==> config.mk <==
export PLATFORM = sky130hd
export DESIGN_NAME = fifo_push_arbiter
export DESIGN_NICKNAME = d
export VERILOG_FILES = /design/src/rtl/fifo_push_arbiter.sv
export SDC_FILE = /design/constraint.sdc
export NUM_CORES = 1
export LEC_CHECK = 0
export CORE_MARGIN = 5
export CORE_UTILIZATION = 36
export DETAILED_ROUTE_END_ITERATION = 10
export GPL_TIMING_DRIVEN = 0
export HOLD_SLACK_MARGIN = 0.06
export PLACE_DENSITY = 0.9
export REMOVE_ABC_BUFFERS = 1
export SLEW_MARGIN = 30
export SYNTH_ARGS = -nofsm -noshare
export SYNTH_HDL_FRONTEND = slang
export SYNTH_SLANG_ARGS = --single-unit
==> constraint.sdc <==
create_clock -name clk -period 4.29 [get_ports clk]
set_clock_uncertainty 0.1 [all_clocks]
set_input_delay 0.429 -clock clk [delete_from_list [all_inputs] [get_ports clk]]
set_output_delay 0.429 -clock clk [all_outputs]
set_load 0.1 [all_outputs]
==> src/rtl/fifo_push_arbiter.sv <==
// ---------------------------------------------------------------------------
// fifo_push_arbiter
//
// Shares the push port of a single FIFO between NUM_REQ producers. Once a
// producer wins, it owns the push port for a burst of up to MAX_BURST
// transfers. Ownership then rotates round-robin. A completed burst hands off
// to the next waiting producer with no bubble. An owner that drops its valid
// releases the port after that one idle cycle.
//
// Ports:
//   clk              clock, rising edge
//   rst_n            synchronous active-low reset
//   req_valid_in     per-producer valid
//   req_data_in      packed producer data, producer i at [i*DATA_WIDTH +: DATA_WIDTH]
//   req_grant_out    per-producer grant (combinational from push_grant_in)
//   push_valid_out   to FIFO push_valid_in
//   push_grant_in    from FIFO push_grant_out (FIFO not full)
//   push_data_out    to FIFO push_data_in
//   owner_out        current owner index, 0 when not owned
//   owner_valid_out  high while a producer owns the push port
// ---------------------------------------------------------------------------
module fifo_push_arbiter #(
    parameter int NUM_REQ    = 4,
    parameter int DATA_WIDTH = 17,
    parameter int MAX_BURST  = 4,
    parameter int IDX_WIDTH  = $clog2(NUM_REQ),
    parameter int CNT_WIDTH  = $clog2(MAX_BURST + 1)
) (
    input  logic                          clk,
    input  logic                          rst_n,
    input  logic [NUM_REQ-1:0]            req_valid_in,
    input  logic [NUM_REQ*DATA_WIDTH-1:0] req_data_in,
    output logic [NUM_REQ-1:0]            req_grant_out,
    output logic                          push_valid_out,
    input  logic                          push_grant_in,
    output logic [DATA_WIDTH-1:0]         push_data_out,
    output logic [IDX_WIDTH-1:0]          owner_out,
    output logic                          owner_valid_out
);

    typedef enum logic {
        ST_IDLE  = 1'b0,
        ST_OWNED = 1'b1
    } state_e;

    state_e                 state_q, state_d;
    logic [IDX_WIDTH-1:0]   owner_q, owner_d;
    logic [IDX_WIDTH-1:0]   last_owner_q, last_owner_d;
    logic [CNT_WIDTH-1:0]   burst_cnt_q, burst_cnt_d;

    logic owned;
    logic owner_req;
    logic xfer;
    logic burst_done;

    // First valid requester, scanning from start and wrapping through all
    // NUM_REQ positions. The loop runs downwards so the lowest offset wins.
    function automatic logic [IDX_WIDTH-1:0] pick(input logic [NUM_REQ-1:0] valid,
                                                  input int start);
        logic [IDX_WIDTH-1:0] res;
        int idx;
        res = '0;
        for (int k = NUM_REQ - 1; k >= 0; k--) begin
            idx = (start + k) % NUM_REQ;
            if (valid[idx]) res = IDX_WIDTH'(idx);
        end
        return res;
    endfunction

    assign owned      = (state_q == ST_OWNED);
    assign owner_req  = req_valid_in[owner_q];
    assign xfer       = owned & owner_req & push_grant_in;
    assign burst_done = xfer && (burst_cnt_q + CNT_WIDTH'(1) == CNT_WIDTH'(MAX_BURST));

    // Output mux. Grants depend only on registered ownership and push_grant_in,
    // so there is no combinational path from req_valid_in to req_grant_out.
    always_comb begin
        // NOTE: every output gets a default first, so no path leaves it unassigned and no latch is inferred.
        req_grant_out  = '0;
        push_valid_out = 1'b0;
        push_data_out  = '0;
        if (owned) begin
            req_grant_out[owner_q] = push_grant_in;
            push_valid_out         = owner_req;
            push_data_out          = req_data_in[int'(owner_q)*DATA_WIDTH +: DATA_WIDTH];
        end
    end

    assign owner_out       = owned ? owner_q : '0;
    assign owner_valid_out = owned;

    // Next-state logic.
    always_comb begin
        state_d      = state_q;
        owner_d      = owner_q;
        last_owner_d = last_owner_q;
        burst_cnt_d  = burst_cnt_q;
        case (state_q)
            ST_IDLE: begin
                if (|req_valid_in) begin
                    owner_d     = pick(req_valid_in, int'(last_owner_q) + 1);
                    burst_cnt_d = '0;
                    state_d     = ST_OWNED;
                end
            end
            ST_OWNED: begin
                if (burst_done || !owner_req) begin
                    last_owner_d = owner_q;
                    // On an idle release the owner's bit is 0. On a completed burst it is 1.
                    // Either way, any set bit means somebody can take over at once. Scanning
                    // from owner+1 re-picks the owner only when nobody else is waiting.
                    if (|req_valid_in) begin
                        owner_d     = pick(req_valid_in, int'(owner_q) + 1);
                        burst_cnt_d = '0;
                    end else begin
                        owner_d     = '0;
                        burst_cnt_d = '0;
                        state_d     = ST_IDLE;
                    end
                end else if (xfer) begin
                    burst_cnt_d = burst_cnt_q + CNT_WIDTH'(1);
                end
            end
            default: state_d = ST_IDLE;
        endcase
    end

    // NOTE: state registers use non-blocking assignments only, so every register sees pre-edge values.
    always_ff @(posedge clk) begin
        if (!rst_n) begin
            state_q      <= ST_IDLE;
            owner_q      <= '0;
            last_owner_q <= IDX_WIDTH'(NUM_REQ - 1);  // first search starts at 0
            burst_cnt_q  <= '0;
        end else begin
            state_q      <= state_d;
            owner_q      <= owner_d;
            last_owner_q <= last_owner_d;
            burst_cnt_q  <= burst_cnt_d;
        end
    end

endmodule
Yosys cells after proc, flatten, opt, wreduce, memory -nomap -nowiden
Cells that the tools add are included.

Equal/unequal tests: 4. Bitwise operators: 12. Shift operators: 1. Multipliers: 1. Reductions and logical operators: 16. Multiplexer cells: 51. Add/subtract/negate cells: 9. Magnitude comparators: 10.

Operators with widths (number): $shiftx 68x8->17 (1); $lt 3x4->1 const B (8); $mux 2 (12); $mux 1 (21); $bmux 1 s2 (9); $mux 17 (1); $reduce_or 2->1 (8); $mux 3 (3); $add 2x1->2 const B (4); $add 2x2->2 const B (4); $and 1x1->1 const A (8); $mul 2x5->7 const B (1); $pmux 3 s2 (1); $reduce_and 2->1 (3); $and 4x4->4 (1); $mux 4 (1); $pmux 2 s2 (1); $reduce_or 4->1 (1); $add 3x1->3 const B (1); $eq 3x3->1 const B (1); $lt 2x3->1 const B (1); $ne 3x1->1 const B (1); $and 1x1->1 (2); $demux 1 s2 (1); 8 further kinds (9).

Word-level logic and storage cells: 108. Flip-flop bits (word level): 8. Input port bits: 75. Output and inout bits: 25.

Logic depth before layout (Yosys ltp)
Gate-level depths: netlist of the first run.

Depth in word-level cells: 14. Depth in mapped cells: 8. Mapped depth without buffers: 7.

Worst setup path before layout of the first run
Ideal clock, no wire load.

Path kind: register to output. Start: register state_q, in the netlist owner_valid_out. End: output port req_grant_out[1]. Buffers on the path: 2. Cell stages (with the launch flop): 4. Required time: 3.761 ns. Arrival time: 2.237 ns. Slack: 1.524 ns. Path through: dfxtp_1 -> buf_6 -> clkbuf_1 -> and3_1.

Cells in the longest elaborated chain, start to end: 1.

RTL lines: start: declaration (line 46) `state_e state_q, state_d;`; start signal: assignment (line 136) `state_q <= state_d;`; $mux 4 (line 82) `if (owned) begin`; end: declaration (line 33) `output logic [NUM_REQ-1:0] req_grant_out,`.

No other way between the ends.

Final worst setup path of the first run
Start: register owner_q[1]. End: output port push_valid_out.

Cells in the longest elaborated chain, start to end: 3.

RTL lines: start: declaration (line 47) `logic [IDX_WIDTH-1:0] owner_q, owner_d;`; start signal: assignment (line 137) `owner_q <= owner_d;`; $bmux 1 s2 (line 71) `assign owner_req = req_valid_in[owner_q];`; $mux 1 (not written as such) (line 71); $mux 1 (line 82); end: declaration (line 34) `output logic push_valid_out,`.

No other way between the ends. The select of a mux whose other input is x is not followed.

==> impl_metrics.ini, run 1 <==
[synth]
synth_top_family_by_area = multiplexers
synthSimpleGateAreaFrac_pct = 23.5
synth_xor_area_share_pct = 0
synth_fa_ha_area_share_pct = 6.15
ys_types = 40
synth_compound_area_share_pct = 15.7
synth.top_cell.area_share_pct = 33.2
synth_edf_count = 0
yosysTopAreaCell = mux4_2
synth_cells = 129
postSynthAreaPerCell_um2 = 9.46
ys_ff_latch = 8
yosysWarningCount = 0
async_flop_share_pct = 0
yosysSeqAreaShare_pct = 13.1
synth_flop_cell = dfxtp_1
synthTopCellsByArea = mux4_2, dfxtp_1, and2_1, ha_1, a21oi_1
synth_area_mm2 = 0.00122
yosys-mux-area-fraction_pct = 34.9

[floorplan]
die_area_mm2 = 0.00465
die_h_um = 68.2
ioPinCount = 100
coreArea_mm2 = 0.00331
start_util_pct = 36.8
core.rowCount = 21
die_x_um = 68.2

[sta]
maxSlewHeadroom_pct = 32.4
setup_viol = 0
drv_slew = 0
fin_setup_tns_ns = 0
fmax_mhz = 288
period_share_pct = 80.9
worst_pin_slew_ns = 1.01
rsz0062_at_grt = no
finalCriticalPeriod_ns = 3.47
fin_ws_ns = 0.820
finalHoldViolCount = 0

[layout]
syn_to_final_growth_pct = 83.5
drive_gt1_share_pct = 12.2
layout_common_cells = clkdlybuf4s50_1, and2_1, mux4_2
final_util_pct = 67.6
final_common_cell = clkdlybuf4s50_1
layout.nets = 304
num-fill-cells = 245
fin_area_mm2 = 0.00224
diodes = 0

[run]
cap_violations = 0

[global_route]
grt_overflow = 0
grt_antenna_before_repair = 0
grt_usage_pct = 19.3
grt_pass1_wl_um = 6810
grt_max_degree = 34
first_global_vias = 1323

[critical_path]
worstSetupPathType = flop to primary output
worstPathArrival_ns = 2.94
critPathRequiredTime_ns = 3.76
start_kind = flop
endpoint_kind = primary output
cp_max_fo = 23

[clock_tree]
cts_resized = 0
cts_setup_buffers = 0
cts_made_buffers = 3
cts_tree = built
hold_buffers = 0
h-tree-depth = 1
clockBufferDepth = 2
insertion_delay_ns = 0.25
clkTransAtPathRegs_ns = 0.05
cts.sinks = 8
cts_root_buf = clkbuf_4

[pwr]
power_density_mw_per_mm2 = 317
leakage_nw = 0.828
clkPwrFrac_pct = 7.9
power_frac_seq_pct = 17.9
swShare_pct = 52.8
comb_power_share_pct = 74.2
internal-power_mw = 0.335
ir_drop_uv = 178
p_sw_mw = 0.375

[place]
hpwlAfterDp_um = 3720
place_ws_ns = 0.929
gp_congestion = 0.779
port_buffers = 99
dpl_cell_area_mm2 = 0.00221

[detailed_routing]
drt_wl_total_um = 4560
wl_per_cell_um = 17.1
drcViolationCount = 0
vias_per_cell = 5.37
drt_iter0_drc = 66
detail-route-antenna-nets = 0
dr.pass1.iters = 4
vias = 1433

[outcome]
status = complete, no violations

[min_path]
hp-class = flop to flop
==> worst paths after layout <==
path	start	endpoint	cells past startpoint	slack (ns)
worst max-delay path	owner_q[1]	push_valid_out	4	0.82
worst min register to register	burst_cnt_q[2]	burst_cnt_q[2]	2	0.36
worst max register to register	owner_q[1]	owner_q[1]	6	1.57
worst min-delay path	burst_cnt_q[2]	burst_cnt_q[2]	2	0.36
==> cells by family after synthesis <==
kind of cell             Yosys count
buffers and inverters             17
adder cells (fa/ha/maj)            6
flip-flops                         8
AND/OR/NAND/NOR                   51
AO/OA/AOI/OAI                     27
multiplexers                      20
==> area by class of cell <==
cell class                      count  area, µm²  area share [%]
Clock buffer                        3       22.5            1.01
Inverter                            7       26.3            1.17
Multi-Input combinational cell    104        978            43.7
Sequential cell                     8        163            7.27
Tap cell                           46       57.6            2.57
Timing Repair Buffer               99        991            44.3
==> critical path: stages (launching register included) <==
cell	delay, ns
dfxtp_1	0.95
mux4_2	0.41
nand2_2	0.08
inv_1	0.11
clkdlybuf4s50_1	1.13
==> per-stage QoR <==
step                      power [mW]  std cells  hold WS, ns
final                          0.709        267        0.358
after global routing           0.749        267        0.377
after global placement         0.647        264        0.344
after CTS                      0.714        267        0.356
after floorplan                0.494        119        0.332
after detailed placement       0.656        264        0.350
==> Yosys cell counts (all sizes together) (2+ instances only) <==
| library cell | count |
|---|---|
| nand2 | 7 |
| ha | 6 |
| a21oi | 7 |
| nand3 | 3 |
| o21ai | 4 |
| mux2i | 2 |
| nor2 | 6 |
| dfxtp | 8 |
| o211ai | 2 |
| mux4 | 18 |
| inv | 7 |
| and2 | 19 |
| nand2b | 4 |
| clkbuf | 6 |
| nor4 | 2 |
| and3 | 4 |
| buf | 4 |
==> per-layer routing <==
metal,track usage [%],routed length [µm],vias up
li1,-,-,683
met1,23.2,1740,659
met2,32.3,2120,81
met3,6.57,568,10
met4,6.45,132,0
met5,0,0,-
==> power groups by stage <==
stage                     Clock [mW]  Sequential (mW)  Combinational [mW]
after global placement             0            0.130               0.518
after detailed placement           0            0.131               0.526
after floorplan                    0            0.122               0.372
after CTS                     0.0581            0.129               0.527
after global routing          0.0640            0.134               0.551
final                         0.0560            0.127               0.526
==> registers in the layout, summed over array words and instances (netlist names) <==
| register | cells |
|---|---|
| burst_cnt_q | 3 |
| owner_q | 2 |
| owner_valid_out | 1 |
| last_owner_q | 2 |
Note: power is estimated with default switching activity, not from simulation.
==> run 2, diff against run 1 <==
--- a/config.mk
+++ b/config.mk
@@ -6,11 +6,11 @@
 export NUM_CORES = 1
 export LEC_CHECK = 0
 export CORE_MARGIN = 5
-export CORE_UTILIZATION = 36
+export CORE_UTILIZATION = 33
 export DETAILED_ROUTE_END_ITERATION = 10
 export GPL_TIMING_DRIVEN = 0
 export HOLD_SLACK_MARGIN = 0.06
-export PLACE_DENSITY = 0.9
+export PLACE_DENSITY = 0.84
 export REMOVE_ABC_BUFFERS = 1
 export SLEW_MARGIN = 30
 export SYNTH_ARGS = -nofsm -noshare
==> constraint.sdc (replaced) <==
create_clock -name clk -period 3.55 [get_ports clk]
set_clock_uncertainty 0.1 [all_clocks]
set_input_delay 0.355 -clock clk [delete_from_list [all_inputs] [get_ports clk]]
set_output_delay 0.355 -clock clk [all_outputs]
set_load 0.1 [all_outputs]
==> run 2 against run 1 <==
  * Clock power rose by 89%
  * Design area up 0.89%
  * Sequential power rose by 22%
  * Total power grew 26%
  * Routed wire length shrank 0.86%
  * Critical path type unchanged
  * Largest cell class unchanged
==> impl_metrics.ini, run 2 (synthesis results as in run 1) <==
[outcome]
status = complete, no violations

[sta]
maxSlewHeadroom_pct = 31.3
fin_ws_ns = 0.162
drv_slew = 0
worst_pin_slew_ns = 1.03
fin_setup_tns_ns = 0
finalCriticalPeriod_ns = 3.39
period_share_pct = 95.4
rsz0062_at_grt = no
fmax_mhz = 295
finalHoldViolCount = 0
setup_viol = 0

[clock_tree]
cts.sinks = 8
cts_setup_buffers = 0
insertion_delay_ns = 0.23
cts_resized = 0
cts_made_buffers = 3
clkTransAtPathRegs_ns = 0.04
h-tree-depth = 1
clockBufferDepth = 2
hold_buffers = 0
cts_root_buf = clkbuf_8
cts_tree = built

[pwr]
leakage_nw = 0.835
p_sw_mw = 0.455
internal-power_mw = 0.439
power_frac_seq_pct = 17.3
clkPwrFrac_pct = 11.8
power_density_mw_per_mm2 = 396
swShare_pct = 50.9
ir_drop_uv = 203
comb_power_share_pct = 70.9

[layout]
layout.nets = 304
layout_common_cells = clkdlybuf4s50_1, and2_1, mux4_2
final_util_pct = 62.2
syn_to_final_growth_pct = 85.1
diodes = 0
reg_top3 = burst_cnt_q x3, last_owner_q x2, owner_q x2
drive_gt1_share_pct = 11.8
final_common_cell = clkdlybuf4s50_1
regMostFlops = burst_cnt_q
largest_register_ffs = 3

[floorplan]
ioPinCount = 100
start_util_pct = 33.6
die_x_um = 70.8
core.rowCount = 22
coreArea_mm2 = 0.00363
die_h_um = 70.8
die_area_mm2 = 0.00501

[global_route]
grt_antenna_before_repair = 0
grt_max_degree = 34
grt_pass1_wl_um = 7150
first_global_vias = 1421
grt_overflow = 0
grt_usage_pct = 17.5

[critical_path]
worstPathArrival_ns = 2.93
crit_slowest_cell = clkdlybuf4s50_1
endpoint_kind = primary output
cp_max_fo = 23
start_kind = flop
critPathRequiredTime_ns = 3.09
critPathMaxStageDelay_ns = 1.13
worstSetupPathType = flop to primary output
path_cells = mux4_2 -> nand2_2 -> inv_1 -> clkdlybuf4s50_1

[detailed_routing]
dr.pass1.iters = 4
drt_iter0_drc = 100
detail-route-antenna-nets = 0
drt_wl_total_um = 4520
drcViolationCount = 0
vias = 1434
vias_per_cell = 5.33
wl_per_cell_um = 16.8

[run]
cap_violations = 0

[place]
place_ws_ns = 0.326
hpwlAfterDp_um = 3750
gp_congestion = 0.770
port_buffers = 99

[min_path]
hp-class = flop to flop
run 2: metrics by stage:
stage	power, mW	cells	hold WS [ns]	cell area (µm²)
after floorplan	0.597	119	0.317	1160
after global placement	0.784	266	0.343	2220
after detailed placement	0.794	266	0.362	2220
after CTS	0.902	269	0.368	2260
after global routing	0.945	269	0.390	2260
final	0.894	269	0.361	2260
run 2: worst paths after layout:
check / cells after the start / slack [ns] / endpoint / start
max reg2reg: 7 / 0.88 / owner_q[0] / owner_q[1]
min reg2reg: 2 / 0.36 / burst_cnt_q[2] / burst_cnt_q[2]
max: 4 / 0.16 / push_valid_out / owner_q[1]
min: 2 / 0.36 / burst_cnt_q[2] / burst_cnt_q[2]
run 2: routing by layer:
layer	up-vias	GRT usage, %	share of wire, %
li1	676	-	-
met1	675	20.7	39
met2	77	32.5	52
met3	6	3.84	7.7
met4	0	3.34	1.6
met5	-	0	0
run 2: area by class of cell:
type | count | area [µm²]
multi-input cells | 104 | 978
clock buffers | 3 | 41.3
well taps | 48 | 60.1
flip-flops and latches | 8 | 161
fillers | 305 | 1380
inverters | 7 | 26.3
repair buffers | 99 | 991
run 2: critical path, delay by kind of cell (launching register included):
family | cells | cell delay, ns
buffers and inverters | 2 | 1.26
AND/OR/NAND/NOR | 1 | 0.09
flip-flops | 1 | 0.95
multiplexers | 1 | 0.41
run 2: power groups by stage:
stage / sequential, mW / clock, mW / combinational [mW]
3_5_place_dp: 0.158 / 0 / 0.636
4_1_cts: 0.156 / 0.109 / 0.637
6_report: 0.155 / 0.106 / 0.634
2_1_floorplan: 0.147 / 0 / 0.449
5_1_grt: 0.162 / 0.118 / 0.666
3_3_place_gp: 0.158 / 0 / 0.626
==> run 3, diff against run 2 <==
--- a/config.mk
+++ b/config.mk
@@ -5,7 +5,7 @@
 export SDC_FILE = /design/constraint.sdc
 export NUM_CORES = 1
 export LEC_CHECK = 0
-export CORE_MARGIN = 5
+export CORE_MARGIN = 3
 export CORE_UTILIZATION = 33
 export DETAILED_ROUTE_END_ITERATION = 10
 export GPL_TIMING_DRIVEN = 0
==> run 3 against run 2 <==
  * Worst hold slack got worse by 0.010 ns
  * Routed wire length shrank 6.4%
  * Via count fell by 3.1%
  * Largest cell class unchanged
  * Critical path type unchanged
  * Largest power group unchanged
  * Core utilization increased by 3.5 points
  * Die area is 11% lower
  * Fmax increased by 4.1%
  * First-iteration DRC count decreased by 58%
  * Sequential power barely moved
  * Non-clock buffer count is the same
  * Total power fell by 0.37%
==> impl_metrics.ini, run 3 (synthesis results as in run 1) <==
[sta]
period_share_pct = 91.6
setup_viol = 0
finalCriticalPeriod_ns = 3.25
rsz0062_at_grt = no
maxSlewHeadroom_pct = 31.9
drv_slew = 0
hold_ws_ns = 0.350
finalHoldViolCount = 0
worst_pin_slew_ns = 1.02
fmax_mhz = 307

[pwr]
p_sw_mw = 0.453
swShare_pct = 50.8
leakage_nw = 0.836
p_total_mw = 0.891
power_frac_seq_pct = 17.4
clkPwrFrac_pct = 11.8
ir_drop_uv = 249
power_density_mw_per_mm2 = 395
comb_power_share_pct = 70.8
internal-power_mw = 0.438

[detailed_routing]
dr.pass1.iters = 4
drcViolationCount = 0
drt_wl_total_um = 4230
vias = 1390
detail-route-antenna-nets = 0
vias_per_cell = 5.21
wl_per_cell_um = 15.8
drt_iter0_drc = 42

[floorplan]
die_x_um = 66.8
die_h_um = 66.8
die_area_mm2 = 0.00446
ioPinCount = 100
coreArea_mm2 = 0.00344
start_util_pct = 35.4
core.rowCount = 21

[clock_tree]
hold_buffers = 0
clkTransAtPathRegs_ns = 0.04
clockBufferDepth = 2
insertion_delay_ns = 0.22
cts_root_buf = clkbuf_8
h-tree-depth = 1
cts_setup_buffers = 0
cts.sinks = 8
cts_tree = built
cts_made_buffers = 3
cts_resized = 0

[place]
hpwlAfterDp_um = 3360
gp_congestion = 0.812
dp.cells = 264
port_buffers = 99

[layout]
syn_to_final_growth_pct = 85.1
final_common_cell = clkdlybuf4s50_1
layout_common_cells = clkdlybuf4s50_1, and2_1, mux4_2
regMostFlops = burst_cnt_q
fin_cells = 267
final_util_pct = 65.6
diodes = 0
largest_register_ffs = 3
layout.nets = 304
reg_top3 = burst_cnt_q x3, last_owner_q x2, owner_q x2
drive_gt1_share_pct = 12.7

[critical_path]
critPathMaxStageDelay_ns = 0.96
cp_max_fo = 25
crit_buf_inv = 2
worstPathArrival_ns = 2.80
worst_path_dominant_cell_family = buffers and inverters
worstSetupPathType = flop to primary output
path_cells = mux4_2 -> nand2_2 -> inv_1 -> clkdlybuf4s50_1
endpoint_kind = primary output
start_kind = flop
critPathRequiredTime_ns = 3.09
crit_slowest_cell = clkdlybuf4s50_1

[global_route]
grt_overflow = 0
grt_usage_pct = 19.4
grt_pass1_wl_um = 6640
grt_max_degree = 34
grt_antenna_before_repair = 0
first_global_vias = 1343

[run]
cap_violations = 0

[outcome]
status = complete, no violations

[min_path]
hp-class = flop to flop
[run 3: cell counts in the layout (fill, tap and decap cells not counted)]
Identical to the previous run, type by type.
[run 3: final cells by class]
| class | instances | area [µm²] |
|---|---|---|
| Clock buffer | 3 | 41.3 |
| Fill cell | 288 | 1180 |
| Inverter | 7 | 26.3 |
| Multi-Input combinational cell | 104 | 978 |
| Sequential cell | 8 | 164 |
| Tap cell | 46 | 57.6 |
| Timing Repair Buffer | 99 | 991 |
[run 3: per-layer routing]
| metal | global-route usage, % | wire (µm) | vias up |
|---|---|---|---|
| met5 | 0 | 0 | - |
| li1 | - | - | 680 |
| met1 | 22.4 | 1620 | 637 |
| met2 | 35.8 | 2110 | 69 |
| met4 | 3.05 | 61 | 0 |
| met3 | 5.73 | 436 | 4 |
[run 3: final timing paths]
path | from | to | cells past startpoint | slack [ns]
setup / recovery | owner_q[0] | push_valid_out | 4 | 0.30
hold / removal | burst_cnt_q[2] | burst_cnt_q[2] | 2 | 0.35
hold reg to reg | burst_cnt_q[2] | burst_cnt_q[2] | 2 | 0.35
setup reg to reg | owner_q[0] | owner_q[0] | 7 | 0.89
[run 3: worst min-delay path, delay by kind of cell, from the launching register on]
kind	cells	cell delay (ns)
simple gates	1	0.05
compound gates	1	0.05
flops	1	0.30
[run 3: power by group through the flow]
stage / logic [mW] / clock network (mW) / registers [mW]
global placement: 0.626 / 0 / 0.158
detailed placement: 0.632 / 0 / 0.158
global route: 0.662 / 0.114 / 0.164
finish: 0.631 / 0.105 / 0.155
floorplan: 0.449 / 0 / 0.147
CTS: 0.634 / 0.108 / 0.157
[run 3: stage by stage]
stage	setup TNS (ns)	setup WS [ns]	instance area, µm²
floorplan	0	0.810	1160
global placement	-0.0974	-0.0684	2210
detailed placement	0	0.315	2210
CTS	0	0.135	2260
global route	0	0.137	2260
finish	0	0.297	2260
